[config.mk]
export PLATFORM = sky130hd
export DESIGN_NAME = uart_rx_fifo
export DESIGN_NICKNAME = d
export VERILOG_FILES = /design/src/rtl/uart_rx_fifo.sv
export SDC_FILE = /design/constraint.sdc
export NUM_CORES = 1
export LEC_CHECK = 0
export BUFFER_PORTS_ARGS = -buffer_cell sky130_fd_sc_hd__buf_2
export CAP_MARGIN = 20
export CORE_MARGIN = 5
export CORE_UTILIZATION = 45
export CTS_CLUSTER_DIAMETER = 80
export DETAILED_ROUTE_END_ITERATION = 8
export PLACE_DENSITY = 0.62
export SLEW_MARGIN = 20
export SYNTH_ARGS = -nofsm -noshare
export SYNTH_HDL_FRONTEND = slang
export SYNTH_SLANG_ARGS = --single-unit
export TNS_END_PERCENT = 10
[constraint.sdc]
create_clock -name clk -period 3.3 [get_ports clk]
set_input_delay 0.495 -clock clk [delete_from_list [all_inputs] [get_ports clk]]
set_output_delay 0.495 -clock clk [all_outputs]
set_load 0.01 [all_outputs]
[src/rtl/uart_rx_fifo.sv]
// Receive-side byte FIFO behind uart_rx: edge-detects rx_ready, buffers bytes,
// and drains through a first-word-fall-through valid/accept handshake.
module uart_rx_fifo #(
    parameter int unsigned DATA_WIDTH = 8,
    parameter int unsigned DEPTH      = 16,
    localparam int unsigned ADDR_WIDTH = $clog2(DEPTH)
) (
    input  logic                  clk,
    input  logic                  reset,
    input  logic [DATA_WIDTH-1:0] rx_data,
    input  logic                  rx_ready,
    output logic [DATA_WIDTH-1:0] rd_data,
    output logic                  rd_valid,
    input  logic                  rd_accept,
    output logic [ADDR_WIDTH:0]   count,
    output logic                  full,
    output logic                  overflow,
    input  logic                  clr_overflow
);

    localparam int unsigned CNT_WIDTH = ADDR_WIDTH + 1;

    logic [DATA_WIDTH-1:0] mem_q [DEPTH];
    logic [DATA_WIDTH-1:0] mem_d [DEPTH];
    logic [ADDR_WIDTH-1:0] wr_ptr_q, wr_ptr_d;
    logic [ADDR_WIDTH-1:0] rd_ptr_q, rd_ptr_d;
    logic [CNT_WIDTH-1:0]  count_q, count_d;
    logic                  overflow_q, overflow_d;
    logic                  rx_ready_q, rx_ready_d;

    logic push_req;
    logic push;
    logic pop;
    logic full_int;
    logic valid_int;

    assign full_int  = (count_q == CNT_WIDTH'(DEPTH));
    assign valid_int = (count_q != '0);
    assign push_req  = rx_ready & ~rx_ready_q;
    assign pop       = valid_int & rd_accept;
    // A full FIFO still takes a byte if the head leaves in the same cycle.
    assign push      = push_req & (~full_int | pop);

    always_comb begin
        rx_ready_d = rx_ready;
        wr_ptr_d   = wr_ptr_q;
        rd_ptr_d   = rd_ptr_q;
        count_d    = count_q;
        overflow_d = overflow_q;

        if (push) begin
            wr_ptr_d = wr_ptr_q + ADDR_WIDTH'(1);
        end
        if (pop) begin
            rd_ptr_d = rd_ptr_q + ADDR_WIDTH'(1);
        end

        case ({push, pop})
            2'b10:   count_d = count_q + CNT_WIDTH'(1);
            2'b01:   count_d = count_q - CNT_WIDTH'(1);
            default: count_d = count_q;
        endcase

        // Dropping a byte wins over a same-cycle clear.
        if (push_req & ~push) begin
            overflow_d = 1'b1;
        end else if (clr_overflow) begin
            overflow_d = 1'b0;
        end
    end

    always_comb begin
        mem_d = mem_q;
        if (push) begin
            mem_d[wr_ptr_q] = rx_data;
        end
    end

    always_ff @(posedge clk or posedge reset) begin
        if (reset) begin
            rx_ready_q <= 1'b1;
            wr_ptr_q   <= '0;
            rd_ptr_q   <= '0;
            count_q    <= '0;
            overflow_q <= 1'b0;
        end else begin
            rx_ready_q <= rx_ready_d;
            wr_ptr_q   <= wr_ptr_d;
            rd_ptr_q   <= rd_ptr_d;
            count_q    <= count_d;
            overflow_q <= overflow_d;
        end
    end

    // Storage is intentionally left unreset.
    always_ff @(posedge clk) begin
        mem_q <= mem_d;
    end

    assign rd_data  = mem_q[rd_ptr_q];
    assign rd_valid = valid_int;
    assign full     = full_int;
    assign count    = count_q;
    assign overflow = overflow_q;

endmodule

==> reports/qor.txt, run 1 <==
sequential share of the synthesized area: 0.721
Data required, critical path: 3.56 ns
Max Clk Rate: 0.336 GHz
Syn Inst Count: 296
routed len/inst: 21.1 um
Critical Path, Cell by Cell: nor4_2 > a21oi_1 > ha_1 > fa_1 > a21o_1 > a2111oi_0 > a31o_2 > o311ai_0
Core Region: 12700 um^2
post-synth top area share: 0.656
Data arrival, critical path: 3.24 ns
Placed Area: 6140 um^2
filler instances: 1026
Congestion Overflow GR: 0
CTS tree: yes
layer carrying the most global-route usage: met2
Post-synth EDFFs: 128
cts hold-fix bufs: 0
post-cts gate resize count: 0
Worst Skew: 0.00827 ns
Crit Path Category: flop to flop
distinct cell type count after synthesis: 39
CTS sink cnt: 143
DIE HEIGHT: 124 um
Final Total Pwr: 5.69 mW
Initial DRC Count: 230
DRC Markers: 0
status: complete, no violations
# IOs: 29
routed vias: 2829
final cell count without fillers: 518
Pleak: 2.41 nW
row count: 41
dpl hpwl: 6790 um
CP Capture Type: flop
top-count cell post-synth: edfxtp_1
Tcrit/Tclk final: 0.902
Die ar.: 15400 um^2
Main synth FF type: edfxtp_1
layout cells sized above 1: 0.240
M3 GR Usage: 0.0404
Via density: 5.46
Initial Util: 0.462
Tightest Pin Transition: 0.873 ns
Worst setup SP type: flop
RSZ-0062 raised after global routing: false
H-Tree Depth: 4
max incr delay on CP: 0.47 ns
Longest Clk Path Bufs: 2
fin nets: 356
Layout area overhead: 15.0%
GR Layer Usage met2: 0.250
Cells after DPL: 486
first-pass GRT wire length: 17200 um
cell area after synthesis: 5860 um^2
synth cell count leaders: edfxtp_1 (128), mux4_1 (18), a22oi_1 (16)
Hold/Removal Path Class: input port to async pin
largest net degree at the start of global routing: 36
port bufs: 28
Final Hold Violating Endpoints: 0
Avg Cell Area, Syn: 19.8 um^2
pwr dens: 845 nW/um^2
CTS Buf Count: 17
Final Max Slew Viols: 0
Clk Latency, worst-skew pair: 0.41 ns
Root Driver: clkbuf_16
post-route ant nets: 0
GP Congestion: 0.799
final WL: 10900 um
number of synthesized register bits: 143
post-route design area: 6740 um^2
vias in the first global route: 2886
top post-synthesis cells by area: edfxtp_1 (66%), mux4_1 (8.1%), dfrtp_1 (6.0%), mux4_2 (5.4%), a22oi_1 (2.1%)
grt met1 use: 0.214
1st-pass router iterations: 4
Total Neg Setup Slack: 0 ns
Crit Path Max Fanout: 9
Antenna Cells: 0
Worst-path clk slew: 0.06 ns
CP max stage cell: nor4_2
Total GRT Usage: 0.159
Final Critical Period: 2.98 ns
Max Cap Violations: 0
Die X: 124 um
Synth Warn #: 0
final setup fails: 0
slew margin rel.: 0.416
worst IR drop on VDD: 510 uV
Post-CTS Setup Bufs: 0
ys async rst share: 0.105
initial antenna violation count: 0
leading area contributor after synthesis: edfxtp_1
Post-Syn Nets: 319
-- path summary, 6_finish.rpt --
path                                         start  slack (ns)                      end  depth (start not counted)
setup reg to reg              count[2]$_DFFE_PP0P_        0.32     count[4]$_DFFE_PP0P_                          8
hold reg to reg            rd_ptr_q[0]$_DFFE_PP0P_        0.53  rd_ptr_q[0]$_DFFE_PP0P_                          1
max in group asynchronous                    reset        2.72  rd_ptr_q[0]$_DFFE_PP0P_                          2
setup / recovery              count[2]$_DFFE_PP0P_        0.32     count[4]$_DFFE_PP0P_                          8
hold / removal                               reset        0.15     overflow$_DFFE_PP0P_                          2
min in group clk                          rx_ready        0.19     rx_ready_q$_DFF_PP1_                          1
-- stage by stage --
| step | hold WS (ns) | setup slack (ns) | util |
|---|---|---|---|
| 2_1_floorplan | 0.396 | 0.521 | - |
| 3_3_place_gp | 0.524 | 0.460 | 0.485 |
| 3_5_place_dp | 0.524 | 0.297 | 0.485 |
| 4_1_cts | 0.160 | 0.302 | 0.532 |
| 5_1_grt | 0.179 | 0.0495 | 0.532 |
| 6_report | 0.151 | 0.325 | 0.532 |
-- state kept, by name, indices dropped and copies added, names as in the netlist --
register / cells
wr_ptr_q: 4
mem_q: 128
rx_ready_q: 1
count: 5
rd_ptr_q: 4
overflow: 1
-- routing by layer --
metal  routed length [um]  up-vias
li1                     -     1293
met4                  199        0
met5                    0        -
met2                 5400       68
met1                 4960     1451
met3                  384       17
-- critical path: cells and delay by family (launching register included) --
kind | cells | cell delay, ns
simple gates | 1 | 0.47
fa+ha+maj | 2 | 0.81
compound gates | 5 | 1.15
flops | 1 | 0.41
-- cell type report --
type                       instances  area, um^2  area share
clock buffer                      24         546      0.0810
tap                              172         215      0.0319
clock inverter                     8        48.8     0.00724
multi-input combinational        131        1490       0.222
sequential                       143        4220       0.627
timing repair buffer              32         183      0.0271
inverter                           8        30.0     0.00446
-- cells by family (layout without fill, tap and decap cells) --
group / count (synthesis) / in the layout / synth area share
DFF: 143 / 143 / 0.721
and+or+nand+nor: 49 / 49 / 0.0455
muxes: 34 / 34 / 0.138
AOI/OAI and AO/OA: 29 / 29 / 0.0348
buffers and inverters: 22 / 72 / 0.0246
adders and majority gates: 10 / 10 / 0.0226
xor gates and xnor gates: 9 / 9 / 0.0135
-- cells in the final DEF (no fill, tap or decap), types with 2 or more instances in the layout --
cell type,count
clkbuf_16,20
nor2b_1,3
edfxtp_1,128
buf_4,3
nor2_1,4
buf_2,28
a21oi_1,3
a21o_1,2
o21ai_0,3
xor2_1,2
clkbuf_8,3
mux4_2,14
nand2_1,15
clkinvlp_4,2
and2_1,3
ha_1,9
xnor2_1,7
dfrtp_1,13
inv_1,8
mux2_2,2
nand4_1,2
mux4_1,18
a22oi_1,16
clkinv_2,5
and3_1,15
-- report_power, final --
group	switching [mW]	internal (mW)
registers	0.131	2.14
clock network	0.692	1.15
logic	0.844	0.728
total	1.67	4.02
Power figures use the tool's default switching activity.
==> run 2: changes to the inputs <==
CELL_PAD_IN_SITES_DETAIL_PLACEMENT = 0   (was default)
CELL_PAD_IN_SITES_GLOBAL_PLACEMENT = 1   (was default)
PLACE_DENSITY = 0.69   (was 0.62)
==> reports/qor.txt, run 2 (synthesis results as in run 1) <==
Tightest Pin Transition: 0.783 ns (-0.0900 ns)
layout cells sized above 1: 0.220 (-0.0196)
Crit Path Max Fanout: 9 (unchanged)
Final Max Slew Viols: 0 (unchanged)
Antenna Cells: 0 (unchanged)
routed vias: 2810 (-0.67%)
wire length on met3: 529 um (+38%)
vias in the first global route: 2933 (+1.6%)
flip-flop count of the largest register after layout: 128 (unchanged)
top layer in use: met4
pwr dens: 840 nW/um^2 (-0.58%)
most frequent cells in the layout: edfxtp_1 (128), buf_2 (28), mux4_1 (18)
Max Cap Violations: 0 (unchanged)
dpl hpwl: 6870 um (+1.2%)
Layout area overhead: 14.1%
Top reg by flops: mem_q
filler instances: 1009 (-1.7%)
Crit Path Category: flop to flop
first-pass GRT wire length: 16900 um (-1.6%)
1st-pass router iterations: 4 (unchanged)
fin nets: 357 (+0.28%)
Data arrival, critical path: 3.22 ns (-0.02 ns)
largest net degree at the start of global routing: 36 (unchanged)
Hold/Removal Path Class: input port to async pin
post-route ant nets: 0 (unchanged)
Worst setup SP type: flop
DIE HEIGHT: 124 um (unchanged)
commonest non-fill, non-tap cell in the layout: edfxtp_1
slew margin rel.: 0.477 (+0.0601)
status: complete, no violations
Total Neg Setup Slack: 0 ns (unchanged)
Tcrit/Tclk final: 0.896 (-0.00568)
Via density: 5.44 (-0.48%)
CTS sink cnt: 143 (unchanged)
Post-CTS Setup Bufs: 0 (unchanged)
Congestion Overflow GR: 0 (unchanged)
row count: 41 (unchanged)
Worst Skew: 0.00603 ns (-0.00224 ns)
DRC Markers: 0 (unchanged)
Initial Util: 0.462 (unchanged)
worst IR drop on VDD: 472 uV (-7.5%)
CTS Buf Count: 17 (unchanged)
GP Congestion: 0.728 (-8.8%)
final setup fails: 0 (unchanged)
Core Region: 12700 um^2 (unchanged)
Final Critical Period: 2.96 ns (-0.0187 ns)
CTS tree: yes
# IOs: 29 (unchanged)
H-Tree Depth: 4 (unchanged)
routed len/inst: 21.2 um (+0.34%)
RSZ-0062 raised after global routing: false
Pleak: 2.38 nW (-1.2%)
Data required, critical path: 3.56 ns (about the same)
Die X: 124 um (unchanged)
pre-CTS setup slack: 0.302 ns (+0.00564 ns)
fin worst setup slack: 0.343 ns (+0.0187 ns)
met2 routed wirelength: 5340 um (-1.1%)
Total GRT Usage: 0.157 (-0.00247)
Final Hold Violating Endpoints: 0 (unchanged)
final WL: 11000 um (+0.15%)
Initial DRC Count: 209 (-9.1%)
multi-input logic area: 1490 um^2 (unchanged)
met1 wire length: 4940 um (-0.46%)
Clk Latency, worst-skew pair: 0.41 ns (about the same)
Longest Clk Path Bufs: 2 (unchanged)
Die ar.: 15400 um^2 (unchanged)
FF+latch area: 4220 um^2 (unchanged)
post-cts gate resize count: 0 (unchanged)
port bufs: 28 (unchanged)
CP Capture Type: flop
Root Driver: clkbuf_16
Max Clk Rate: 0.338 GHz (+0.63%)
initial antenna violation count: 0 (unchanged)
Worst-path clk slew: 0.06 ns (about the same)
cts hold-fix bufs: 0 (unchanged)
-- run 2: final timing paths --
path	startpoint	slack, ns	to	depth (start not counted)
worst min register to register	overflow$_DFFE_PP0P_	0.54	overflow$_DFFE_PP0P_	2
max in group asynchronous	reset	2.77	rd_ptr_q[0]$_DFFE_PP0P_	2
min in group clk	rx_ready	0.19	rx_ready_q$_DFF_PP1_	1
worst max-delay path	count[2]$_DFFE_PP0P_	0.34	count[4]$_DFFE_PP0P_	8
worst max register to register	count[2]$_DFFE_PP0P_	0.34	count[4]$_DFFE_PP0P_	8
worst min-delay path	reset	0.13	wr_ptr_q[3]$_DFFE_PP0P_	2
-- run 2: power breakdown --
group          total (mW)  switching (mW)  leakage [nW]  internal (mW)
combinational        1.58           0.841         0.793          0.735
sequential           2.28           0.140          1.33           2.14
clock                1.75           0.665         0.259           1.09
-- run 2: worst max-delay path, cell delays in order (launching register included) --
cell and delay [ns]:
dfrtp_1 0.41, nor4_2 0.45, a21oi_1 0.24, ha_1 0.36, fa_1 0.44, a21o_1 0.20, a2111oi_0 0.41, a31o_2 0.16
o311ai_0 0.13
-- run 2: area by class of cell --
cell class,instances,area share
Multi-Input combinational cell,131,0.223
Tap cell,172,0.0322
Sequential cell,143,0.632
Clock buffer,20,0.0653
Timing Repair Buffer,33,0.0285
Clock inverter,10,0.0146
Inverter,8,0.00449
-- run 2: per-layer routing --
layer / GRT usage / vias up
met4: 0.0664 / 0
met5: 0 / -
li1: - / 1295
met2: 0.244 / 77
met3: 0.0381 / 11
met1: 0.213 / 1427
-- run 2: through the flow --
| stage | power, mW | utilization | area [um^2] | std cells | hold slack [ns] |
|---|---|---|---|---|---|
| global route | 5.90 | 0.528 | 6680 | 517 | 0.185 |
| finish | 5.61 | 0.528 | 6680 | 517 | 0.128 |
| global placement | 3.91 | 0.485 | 6150 | 487 | 0.526 |
| floorplan | 3.47 | - | 5860 | 296 | 0.396 |
| detailed placement | 3.93 | 0.485 | 6150 | 487 | 0.527 |
| CTS | 5.68 | 0.528 | 6680 | 517 | 0.140 |
==> run 3: changes to the inputs <==
CORE_ASPECT_RATIO = 1.75   (was default)
CORE_UTILIZATION = 44   (was 45)
PLACE_DENSITY = 0.67   (was 0.69)
==> reports/qor.txt, run 3 (synthesis results as in run 1) <==
Initial Util: 0.450 (-0.0119)
CTS tree: yes
Antenna Cells: 0 (unchanged)
R2R cell count: 8 (unchanged)
Post-CTS Setup Bufs: 0 (unchanged)
port bufs: 28 (unchanged)
Congestion Overflow GR: 0 (unchanged)
CTS Buf Count: 17 (unchanged)
cts hold-fix bufs: 0 (unchanged)
FF+latch area: 4220 um^2 (unchanged)
RSZ-0062 raised after global routing: false
CP Capture Type: output port
Top reg by flops: mem_q
vias in the first global route: 2994 (+2.1%)
final setup fails: 0 (unchanged)
status: complete, no violations
Core Region: 13000 um^2 (+2.6%)
Final Critical Period: 3.05 ns (+0.0933 ns)
DRC Markers: 0 (unchanged)
1st-pass router iterations: 4 (unchanged)
Crit Path Category: flop to output port
reg-to-reg endpoint: count[4]$_DFFE_PP0P_
flip-flop count of the largest register after layout: 128 (unchanged)
Longest Clk Path Bufs: 2 (unchanged)
Total GRT Usage: 0.153 (-0.00342)
Cells after DPL: 487 (unchanged)
worst IR drop on VDD: 456 uV (-3.2%)
first-pass GRT wire length: 17800 um (+5.2%)
final WL: 11300 um (+3.2%)
row count: 55 (+34%)
Tcrit/Tclk final: 0.924 (+0.0283)
Hold/Removal Path Class: input port to async pin
filler instances: 1062 (+5.3%)
Crit Path Max Fanout: 26 (+17)
fin nets: 358 (+0.28%)
CTS sink cnt: 143 (unchanged)
Root Driver: clkbuf_16
multi-input logic area: 1490 um^2 (unchanged)
dpl hpwl: 7580 um (+10%)
Max Cap Violations: 0 (unchanged)
FF-to-FF setup slack: 0.28 ns (-0.06 ns)
routed vias: 2811 (+0.036%)
pwr dens: 848 nW/um^2 (+1.0%)
crit path from: rd_ptr_q[0]$_DFFE_PP0P_
Worst-path clk slew: 0.06 ns (about the same)
Clk Latency, worst-skew pair: 0.41 ns (about the same)
Die X: 97.2 um (-22%)
GP Congestion: 0.747 (+2.6%)
# IOs: 29 (unchanged)
Worst setup SP type: flop
post-route ant nets: 0 (unchanged)
largest net degree at the start of global routing: 33 (-8.3%)
Data arrival, critical path: 2.55 ns (-0.67 ns)
Tightest Pin Transition: 0.773 ns (-0.0108 ns)
Final Hold Violating Endpoints: 0 (unchanged)
H-Tree Depth: 4 (unchanged)
r2r startpoint: count[2]$_DFFE_PP0P_
Layout area overhead: 14.7%
Die ar.: 15800 um^2 (+2.7%)
final cell count without fillers: 519 (+0.39%)
Via density: 5.42 (-0.35%)
initial antenna violation count: 0 (unchanged)
Final Max Slew Viols: 0 (unchanged)
layout cells sized above 1: 0.244 (+0.0240)
Initial DRC Count: 204 (-2.4%)
Pleak: 2.40 nW (+0.58%)
slew margin rel.: 0.484 (+0.00718)
post-cts gate resize count: 0 (unchanged)
Worst Skew: 0.00723 ns (+0.00120 ns)
most frequent cells in the layout: edfxtp_1 (128), buf_2 (28), mux4_1 (18)
Total Neg Setup Slack: 0 ns (unchanged)
Worst Setup EP: rd_data[0]
commonest non-fill, non-tap cell in the layout: edfxtp_1
Data required, critical path: 2.80 ns (-0.76 ns)
Max Clk Rate: 0.328 GHz (-3.1%)
DIE HEIGHT: 163 um (+31%)
routed len/inst: 21.8 um (+2.8%)
-- run 3: layout make-up --
class                           instances  share of cell area
Multi-Input combinational cell        131               0.222
Tap cell                              171              0.0318
Clock inverter                         15              0.0222
Clock buffer                           17              0.0633
Inverter                                8             0.00447
Sequential cell                       143               0.628
Timing Repair Buffer                   34              0.0276
-- run 3: metal layers --
layer / share of wire / track usage
met1: 0.39 / 0.173
met2: 0.57 / 0.285
met3: 0.029 / 0.0351
met4: 0.014 / 0.0510
met5: 0 / 0
-- run 3: metrics by stage --
step | power (mW) | worst slack, ns | hold slack [ns] | util | area [um^2]
finish | 5.70 | 0.250 | 0.135 | 0.516 | 6720
global route | 6.00 | 0.0715 | 0.172 | 0.516 | 6720
CTS | 5.79 | 0.182 | 0.158 | 0.516 | 6720
detailed placement | 3.95 | 0.257 | 0.528 | 0.472 | 6140
global placement | 3.91 | 0.446 | 0.518 | 0.472 | 6140
floorplan | 3.47 | 0.521 | 0.396 | - | 5860
-- run 3: worst min path at each step --
stage | start | to | slack, ns | depth (start not counted)
3_5_place_dp | overflow$_DFFE_PP0P_ | overflow$_DFFE_PP0P_ | 0.53 | 2
2_1_floorplan | reset | count[0]$_DFFE_PP0P_ | 0.40 | 1
4_1_cts | reset | count[0]$_DFFE_PP0P_ | 0.16 | 2
6_report | reset | count[0]$_DFFE_PP0P_ | 0.14 | 2
3_3_place_gp | overflow$_DFFE_PP0P_ | overflow$_DFFE_PP0P_ | 0.52 | 2
5_1_grt | rx_ready | rx_ready_q$_DFF_PP1_ | 0.17 | 1
-- run 3: critical path, stage by stage (launching register included) --
cell     delay [ns]
dfrtp_2        0.87
buf_4          0.28
mux4_1         0.56
a22oi_1        0.19
nand2_1        0.08
buf_2          0.14
-- run 3: power by group --
group	internal [mW]	total, mW	switching, mW
Sequential	2.14	2.34	0.203
Combinational	0.728	1.52	0.790
Clock	1.06	1.83	0.775
